`config.mk`:
```
export PLATFORM = sky130hd
export DESIGN_NAME = sram_1rw1r_ctrl
export DESIGN_NICKNAME = d
export VERILOG_FILES = /design/src/rtl/sram_1rw1r_ctrl.sv
export SDC_FILE = /design/constraint.sdc
export NUM_CORES = 1
export LEC_CHECK = 0
export BUFFER_PORTS_ARGS = -buffer_cell sky130_fd_sc_hd__buf_2
export CORE_ASPECT_RATIO = 1.4
export CORE_MARGIN = 2
export CORE_UTILIZATION = 25
export DETAILED_ROUTE_END_ITERATION = 7
export GPL_ROUTABILITY_DRIVEN = 0
export PLACE_DENSITY = 0.47
export SLEW_MARGIN = 20
export SYNTH_ARGS = -nofsm -noshare
export SYNTH_HDL_FRONTEND = slang
export SYNTH_SLANG_ARGS = --single-unit
```
`constraint.sdc`:
```
create_clock -name clk -period 5.15 [get_ports clk]
set_clock_uncertainty 0.1 [all_clocks]
set_input_delay 0.2575 -clock clk [delete_from_list [all_inputs] [get_ports clk]]
set_output_delay 0.2575 -clock clk [all_outputs]
set_load 0.005 [all_outputs]
```
`src/rtl/sram_1rw1r_ctrl.sv`:
```
// Host controller for a sky130 1RW+1R SRAM macro: maps two valid/ready request
// channels onto macro pins and returns read data through per-channel FWFT FIFOs.

module sram_rsp_fifo #(
    parameter int DATA_WIDTH = 64,
    parameter int DEPTH      = 2,
    parameter int CNT_W      = $clog2(DEPTH + 1)
) (
    input  logic                  clk,
    input  logic                  rst,
    input  logic                  i_push,
    input  logic [DATA_WIDTH-1:0] i_wdata,
    input  logic                  i_pop,
    output logic                  o_valid,
    output logic [DATA_WIDTH-1:0] o_rdata,
    output logic [CNT_W-1:0]      o_count
);
    localparam int PTR_W = (DEPTH > 1) ? $clog2(DEPTH) : 1;

    logic [DATA_WIDTH-1:0] r_mem [DEPTH];
    logic [PTR_W-1:0]      r_wptr;
    logic [PTR_W-1:0]      r_rptr;
    logic [CNT_W-1:0]      r_count;
    logic                  w_pop;

    assign w_pop   = i_pop && (r_count != '0);
    assign o_valid = (r_count != '0);
    // Output forced to zero when empty so rdata reads 0 out of reset.
    assign o_rdata = o_valid ? r_mem[r_rptr] : '0;
    assign o_count = r_count;

    always_ff @(posedge clk or posedge rst) begin
        if (rst) begin
            r_wptr  <= '0;
            r_rptr  <= '0;
            r_count <= '0;
        end else begin
            if (i_push) begin
                r_wptr <= r_wptr + PTR_W'(1);
            end
            if (w_pop) begin
                r_rptr <= r_rptr + PTR_W'(1);
            end
            case ({i_push, w_pop})
                2'b10:   r_count <= r_count + CNT_W'(1);
                2'b01:   r_count <= r_count - CNT_W'(1);
                default: r_count <= r_count;
            endcase
        end
    end

    always_ff @(posedge clk) begin
        if (i_push) begin
            r_mem[r_wptr] <= i_wdata;
        end
    end
endmodule

module sram_1rw1r_ctrl #(
    parameter int DATA_WIDTH = 64,
    parameter int ADDR_WIDTH = 8,
    parameter int NUM_WMASKS = 8,
    parameter int RSP_DEPTH  = 2
) (
    input  logic                  clk,
    input  logic                  rst,
    input  logic                  a_req_valid,
    output logic                  a_req_ready,
    input  logic                  a_req_we,
    input  logic [NUM_WMASKS-1:0] a_req_wmask,
    input  logic [ADDR_WIDTH-1:0] a_req_addr,
    input  logic [DATA_WIDTH-1:0] a_req_wdata,
    output logic                  a_rsp_valid,
    input  logic                  a_rsp_ready,
    output logic [DATA_WIDTH-1:0] a_rsp_rdata,
    input  logic                  b_req_valid,
    output logic                  b_req_ready,
    input  logic [ADDR_WIDTH-1:0] b_req_addr,
    output logic                  b_rsp_valid,
    input  logic                  b_rsp_ready,
    output logic [DATA_WIDTH-1:0] b_rsp_rdata,
    output logic                  csb0,
    output logic                  web0,
    output logic [NUM_WMASKS-1:0] wmask0,
    output logic [ADDR_WIDTH-1:0] addr0,
    output logic [DATA_WIDTH-1:0] din0,
    input  logic [DATA_WIDTH-1:0] dout0,
    output logic                  csb1,
    output logic [ADDR_WIDTH-1:0] addr1,
    input  logic [DATA_WIDTH-1:0] dout1
);
    localparam int CNT_W = $clog2(RSP_DEPTH + 1);
    localparam int USE_W = CNT_W + 1;

    logic             r_a_vld_p1;
    logic             r_b_vld_p1;
    logic [CNT_W-1:0] w_a_count;
    logic [CNT_W-1:0] w_b_count;
    logic [USE_W-1:0] w_a_used;
    logic [USE_W-1:0] w_b_used;
    logic             w_a_credit;
    logic             w_b_credit;
    logic             w_a_issue;
    logic             w_a_rd_issue;
    logic             w_a_wr_issue;
    logic             w_collide;
    logic             w_b_issue;

    // Credit covers entries already queued plus the read still in the macro;
    // a pop in this same cycle is deliberately not counted as free space.
    assign w_a_used   = USE_W'(w_a_count) + USE_W'(r_a_vld_p1);
    assign w_b_used   = USE_W'(w_b_count) + USE_W'(r_b_vld_p1);
    assign w_a_credit = (w_a_used < USE_W'(RSP_DEPTH));
    assign w_b_credit = (w_b_used < USE_W'(RSP_DEPTH));

    assign a_req_ready  = !rst && (a_req_we || w_a_credit);
    assign w_a_issue    = a_req_valid && a_req_ready;
    assign w_a_rd_issue = w_a_issue && !a_req_we;
    assign w_a_wr_issue = w_a_issue && a_req_we;

    // B would otherwise read the old word while port 0 writes the same address.
    assign w_collide   = w_a_wr_issue && (a_req_addr == b_req_addr);
    assign b_req_ready = !rst && w_b_credit && !w_collide;
    assign w_b_issue   = b_req_valid && b_req_ready;

    assign csb0   = !w_a_issue;
    assign web0   = rst || !a_req_we;
    assign wmask0 = a_req_wmask;
    assign addr0  = a_req_addr;
    assign din0   = a_req_wdata;
    assign csb1   = !w_b_issue;
    assign addr1  = b_req_addr;

    // Stage p1: one-deep inflight marker; macro data is captured on the next edge.
    always_ff @(posedge clk or posedge rst) begin
        if (rst) begin
            r_a_vld_p1 <= 1'b0;
            r_b_vld_p1 <= 1'b0;
        end else begin
            r_a_vld_p1 <= w_a_rd_issue;
            r_b_vld_p1 <= w_b_issue;
        end
    end

    sram_rsp_fifo #(
        .DATA_WIDTH (DATA_WIDTH),
        .DEPTH      (RSP_DEPTH),
        .CNT_W      (CNT_W)
    ) u_a_fifo (
        .clk     (clk),
        .rst     (rst),
        .i_push  (r_a_vld_p1),
        .i_wdata (dout0),
        .i_pop   (a_rsp_ready),
        .o_valid (a_rsp_valid),
        .o_rdata (a_rsp_rdata),
        .o_count (w_a_count)
    );

    sram_rsp_fifo #(
        .DATA_WIDTH (DATA_WIDTH),
        .DEPTH      (RSP_DEPTH),
        .CNT_W      (CNT_W)
    ) u_b_fifo (
        .clk     (clk),
        .rst     (rst),
        .i_push  (r_b_vld_p1),
        .i_wdata (dout1),
        .i_pop   (b_rsp_ready),
        .o_valid (b_rsp_valid),
        .o_rdata (b_rsp_rdata),
        .o_count (w_b_count)
    );
endmodule

```
; Yosys cells after proc, flatten, opt, wreduce, memory -nomap -nowiden
; Memories as Yosys holds them, arrays and structs flattened.
; Index checks and enable logic that the tools add are counted.
[word_totals]
latch_bits = 0
n_memories = 2
regBits = 10
input_bits = 223
mem_bits_ro = 0
wordCells = 56
ram_bits = 256
[op_classes]
reduce_logical = 21
n_mul = 0
mux = 8
bitwise_logic = 0
div_mod_pow = 0
n_shift = 0
n_lt_le_gt_ge = 2
n_eq_ne = 5
n_addsub = 10
[memory_table]
columns = name, depth, width, read_ports, rd_clocked_by_memory_dff, write_ports, line_no
row1 = u_a_fifo.r_mem, 2, 64, 1, 0, 1, 20  ; logic [DATA_WIDTH-1:0] r_mem [DEPTH];
row2 = u_b_fifo.r_mem, 2, 64, 1, 0, 1, 20
[op_table]
columns = op, n
row1 = $mux 64, 2
row2 = $logic_and 1x1->1, 10
row3 = $eq 8x8->1, 1
row4 = $pmux 2 s2, 2
row5 = $reduce_bool 2->1, 4
row6 = $add 2x1->3, 2
row7 = $lt 3x2->1 const B, 2
row8 = $logic_not 1->1, 5
row9 = $add 1x1->1 const B, 4
row10 = $add 2x1->2 const B, 2
row11 = $eq 2x1->1 const B, 2
row12 = $eq 2x2->1 const B, 2
row13 = $mux 1, 4
row14 = $sub 2x1->2 const B, 2
row15 = $logic_or 1x1->1, 2

; Depth between registers and ports, before layout
[logic_depth]
word_depth = 11
mapped_depth = 7

; By module
; Synthesis repeated with hierarchy kept, for this count alone.
[hier_totals]
hier_cells = 689
hier_area_um2 = 11103.1
[by_module_without_submodules]
columns = mod, area_per_inst_um2, n_inst, cells_per_inst, seq_area_each_um2
row1 = sram_rsp_fifo, 5121.2, 2, 288, 3943.8
row2 = sram_1rw1r_ctrl, 860.8, 1, 113, 50.0

; Worst setup path after synthesis
; OpenSTA, ideal clock, no wires.
[synth_path]
path_kind = register -> register
startpoint = reg r_b_vld_p1
endpoint = mem u_b_fifo.r_mem[0][0], enable pin
required_ns = 4.564
synth_period_minus_slack_ns = 3.720
path_buffers = 0
setup_time_ns = 0.486
t_arrival_ns = 3.134
stages_incl_launch_ff = 3
path_slack_ns = 1.430
path_cell_list = dfrtp_1 > inv_1 > nor2_1
[synth_via]
elab_chain_cells = 2
[synth_lines]
columns = element, line_no
row1 = from (decl), 96  ; logic r_b_vld_p1;
row2 = from (signal assigned), 141  ; r_b_vld_p1 <= w_b_issue;
row3 = $mux 1, 53  ; if (i_push) begin
row4 = $mux 1 (implied by the code), 54  ; r_mem[r_wptr] <= i_wdata;
row5 = to (decl), 20
; No other way between the ends.

; Final worst setup path
[layout_path]
startpoint = reg u_b_fifo.r_rptr
endpoint = out b_rsp_rdata[33]
[layout_via]
elab_chain_cells = 2
[layout_lines]
columns = element, line_no
row1 = from (decl), 22  ; logic [PTR_W-1:0] r_rptr;
row2 = from (signal assigned), 42  ; r_rptr <= r_rptr + PTR_W'(1);
row3 = $mem_v2 2x64, --
row4 = $mux 64, 29  ; assign o_rdata = o_valid ? r_mem[r_rptr] : '0;
row5 = to (decl), 81  ; output logic [DATA_WIDTH-1:0] b_rsp_rdata,
; No other way between the ends.

==> impl_metrics.xml <==
<?xml version="1.0" encoding="UTF-8"?>
<metrics>
  <group name="clocking">
    <metric name="clock-root-buffer" unit="">clkbuf_16</metric>
    <metric name="clock_buffer_count_from_cts" unit="">27</metric>
    <metric name="clock-sinks" unit="">266</metric>
    <metric name="tritoncts_clock_tree" unit="">yes</metric>
    <metric name="clkLatencyLatePin" unit="ns">0.55</metric>
    <metric name="cts_max_path_buffers" unit="">3</metric>
    <metric name="clkSlewWorstSetupHoldPaths" unit="ns">0.06</metric>
    <metric name="clock_tree.htree_level_count" unit="">1</metric>
    <metric name="post-cts-setup-buffer-count" unit="">0</metric>
  </group>
  <group name="routing">
    <metric name="via_cell_ratio" unit="">4.04</metric>
    <metric name="drt_first_iter_violations" unit="">204</metric>
    <metric name="ant_nets" unit="">0</metric>
    <metric name="drt-total-wl" unit="um">28300</metric>
    <metric name="post_drt_wl_per_cell" unit="um">17.5</metric>
    <metric name="firstDrtPassIters" unit="">4</metric>
    <metric name="route.detailed.drc" unit="">0</metric>
    <metric name="vias" unit="">6549</metric>
  </group>
  <group name="yosys">
    <metric name="synth.ff_latch_count" unit="">266</metric>
    <metric name="netlist_area" unit="sq um">10900</metric>
    <metric name="muxShareOfSynthArea" unit="">0.117</metric>
    <metric name="synth_area_leaders" unit="">edfxtp_1 (70%), mux2i_1 (12%), buf_4 (6.3%), nor2_1 (4.7%), dfrtp_1 (2.3%)</metric>
    <metric name="netlist.top_cell.by_area" unit="">edfxtp_1</metric>
    <metric name="combinational_family_with_the_most_area_after_synthesis" unit="">multiplexers</metric>
    <metric name="netlist-cell-type-count" unit="">22</metric>
    <metric name="synthSimpleGateAreaFrac" unit="">0.0536</metric>
    <metric name="postSynthNetCount" unit="">914</metric>
    <metric name="synth_xor_area_frac" unit="">0.0144</metric>
    <metric name="syn_area_per_cell" unit="sq um">15.9</metric>
    <metric name="synth_top_cell_area_share" unit="">0.704</metric>
    <metric name="synth_compound_area_frac" unit="">0.00401</metric>
    <metric name="synth_sequential_area_ratio" unit="">0.726</metric>
    <metric name="postSynthCellCount" unit="">689</metric>
    <metric name="synth_fa_ha_area_frac" unit="">0.00229</metric>
    <metric name="yosysWarnings" unit="">0</metric>
  </group>
  <group name="final_layout">
    <metric name="regArea" unit="sq um">7950</metric>
    <metric name="finalNetCount" unit="">1270</metric>
    <metric name="n_fill_cell" unit="">4305</metric>
    <metric name="layout.cells.non_filler" unit="">1620</metric>
    <metric name="multi_input_comb_area" unit="sq um">2130</metric>
    <metric name="final_layout_size_suffix_gt1_frac" unit="">0.333</metric>
    <metric name="area.growth.synth_to_final" unit="%">32.9</metric>
  </group>
  <group name="worst_setup_path">
    <metric name="endpoint_class_of_the_critical_path" unit="">primary output</metric>
    <metric name="timing.critical_path.required" unit="ns">4.79</metric>
    <metric name="category_of_cells_accounting_for_the_largest_share_of_critical_path_delay" unit="">flip-flops</metric>
    <metric name="critical-path-slowest-cell" unit="">dfrtp_4</metric>
    <metric name="setup.worst_path.start" unit="">u_b_fifo.r_rptr</metric>
    <metric name="timing.critical_path.slowest_cell_delay" unit="ns">0.88</metric>
    <metric name="critPathArrivalTime" unit="ns">2.59</metric>
    <metric name="cp_cell_sequence" unit="">buf_4, mux2i_1, nor2_1, buf_2</metric>
    <metric name="critical_path_buf_inv_count" unit="">2</metric>
    <metric name="regToRegStartpoint" unit="">u_a_fifo.o_count[0]</metric>
    <metric name="startpoint_to_endpoint_class_of_the_critical_path" unit="">reg2out</metric>
    <metric name="cp-start-kind" unit="">flip-flop</metric>
    <metric name="crit_path_max_fanout" unit="">38</metric>
  </group>
  <group name="pwr">
    <metric name="max_vdd_drop" unit="mV">0.295</metric>
    <metric name="post-layout-total-power" unit="mW">6.59</metric>
    <metric name="power.density_cell_area" unit="nW/um^2">454</metric>
    <metric name="p_leak" unit="nW">5.87</metric>
  </group>
  <group name="worst_hold_path">
    <metric name="holdCritStartpoint" unit="">a_req_addr[5]</metric>
    <metric name="hold_class" unit="">in2reg</metric>
  </group>
  <group name="placement">
    <metric name="place_inst" unit="">1434</metric>
    <metric name="placement.setup.worst_slack" unit="ns">2.73</metric>
    <metric name="detailed_place_hpwl" unit="um">19900</metric>
    <metric name="place.port_buffers" unit="">301</metric>
  </group>
  <group name="timing">
    <metric name="tightestPinTransition" unit="ns">0.949</metric>
    <metric name="max_clock_freq" unit="GHz">0.339</metric>
    <metric name="unrepaired_setup_endpoints_after_global_routing" unit="">false</metric>
    <metric name="layout_min_cycle_time" unit="ns">2.95</metric>
    <metric name="max_slew_violation_total_from_the_final_report" unit="">0</metric>
    <metric name="report.final.setup_viol" unit="">0</metric>
    <metric name="finalSetupTns" unit="ns">0</metric>
    <metric name="setup_ws" unit="ns">2.20</metric>
    <metric name="post-route-period-util" unit="">0.572</metric>
    <metric name="hold_viol_final" unit="">0</metric>
    <metric name="maxSlewHeadroom" unit="">0.367</metric>
  </group>
  <group name="floorplan">
    <metric name="dieArea" unit="sq um">45400</metric>
    <metric name="core_region" unit="sq um">43100</metric>
    <metric name="initial_utilization" unit="">0.253</metric>
    <metric name="floorplan.io_pins" unit="">446</metric>
    <metric name="die_y" unit="um">251</metric>
    <metric name="die_w" unit="um">181</metric>
    <metric name="std_cell_rows" unit="">90</metric>
  </group>
  <group name="grt">
    <metric name="overflow" unit="">0</metric>
    <metric name="met1_usage" unit="">0.135</metric>
    <metric name="grt_pass1_wl" unit="um">41900</metric>
    <metric name="grt_max_degree" unit="">65</metric>
    <metric name="gr-usage-met2" unit="">0.197</metric>
    <metric name="grt_use_met3" unit="">0.0424</metric>
    <metric name="first_global_vias" unit="">6887</metric>
    <metric name="gr-max-usage-layer" unit="">met2</metric>
    <metric name="grt_antenna_before_repair" unit="">11</metric>
    <metric name="total_routing_usage_reported_by_global_routing" unit="">0.120</metric>
  </group>
  <group name="status">
    <metric name="run_status" unit="">completed</metric>
  </group>
  <group name="flow_run">
    <metric name="max_cap_violations" unit="">0</metric>
  </group>
</metrics>
==> timing repair <==
action | in CTS | in global routing
hold buffers | 134 | 0
gates resized for setup | 0 | 0
endpoints found under the hold margin | 270 | 0
==> registers in the layout, indices dropped and copies added (netlist names) <==
signal and flops:
r_b_vld_p1 1, u_a_fifo.r_mem 128, u_b_fifo.o_count 2, u_b_fifo.r_rptr 1, u_a_fifo.r_rptr 1, u_b_fifo.r_wptr 1
u_a_fifo.o_count 2, u_b_fifo.r_mem 128, u_a_fifo.r_wptr 1, r_a_vld_p1 1
==> worst reg2reg max path: stages (launching register included) <==
cell     delay, ns
dfrtp_1       0.45
nor2_4        0.27
buf_4         0.56
inv_1         0.13
and2_1        0.21
ha_1          0.31
nor2_1        0.13
xor2_1        0.14
==> logic make-up (layout without fill, tap and decap cells) <==
group	count (synthesis)	count (layout)
other cells	0	3
mux	128	128
flops	266	266
fa+ha+maj	2	2
xor+xnor	18	18
buf+inv	122	498
simple gates	147	147
compound gates	6	6
==> cell type report <==
class	count	area share
well taps	552	0.0476
clock buffers	37	0.0505
clock inverters	12	0.00612
repair buffers	443	0.200
diodes	3	0.000517
multi-input cells	301	0.146
inverters	6	0.00155
flip-flops and latches	266	0.547
==> where the power goes <==
group / internal [mW] / total [mW] / switching, mW
Clock: 1.04 / 1.84 / 0.799
Combinational: 0.922 / 1.92 / 1.00
Sequential: 2.60 / 2.83 / 0.230
==> path summary, 6_finish.rpt <==
kind / end / slack [ns] / cells past startpoint
hold reg to reg: u_a_fifo.r_wptr / 0.42 / 1
min in group asynchronous: u_b_fifo.o_count[1] / 0.20 / 3
max in group asynchronous: u_a_fifo.r_rptr / 4.40 / 3
hold / removal: r_b_vld_p1 / 0.13 / 4
setup / recovery: b_rsp_rdata[33] / 2.20 / 4
setup reg to reg: u_a_fifo.o_count[1] / 2.78 / 7
==> per-layer routing <==
metal	vias to the layer above	wire, um
met4	16	1600
li1	3104	-
met2	249	13400
met1	3052	10700
met5	-	101
met3	128	2590
==> through the flow <==
step | area (sq um) | hold slack, ns | util
finish | 14500 | 0.129 | 0.337
global route | 14500 | 0.140 | 0.337
CTS | 14500 | 0.0929 | 0.337
detailed placement | 12400 | 0.227 | 0.286
global placement | 12400 | 0.231 | 0.286
floorplan | 10900 | 0.00570 | -
==> placed cells by master (no fill, tap or decap), types with 2 or more instances in the layout <==
cell and instances:
dfrtp_1 8, ha_1 2, a31oi_1 2, nor2_4 4
nor2_1 133, edfxtp_1 256, diode_2 3, clkinv_2 3
clkinv_1 5, nand2_1 2, mux2i_1 128, clkbuf_1 8
clkbuf_16 27, inv_1 6, buf_4 8, clkbuf_8 2
and2_1 2, dlygate4sd3_1 134, buf_2 301, xnor2_1 5
xor2_1 13, dfrtp_4 2
==> Yosys cell counts <==
master / instances
nor2_1: 137
a31oi_1: 2
nor4_4: 1
buf_4: 92
buf_2: 14
nor2b_1: 1
dfrtp_1: 10
mux2i_1: 128
nand2_1: 2
a31o_1: 1
edfxtp_1: 256
inv_1: 6
a21oi_1: 1
xor2_1: 13
o21ai_1: 1
and2_1: 4
a211oi_2: 1
nor3_1: 1
xnor2_1: 5
buf_6: 10
and3_1: 1
ha_1: 2
Power figures use the tool's default switching activity.
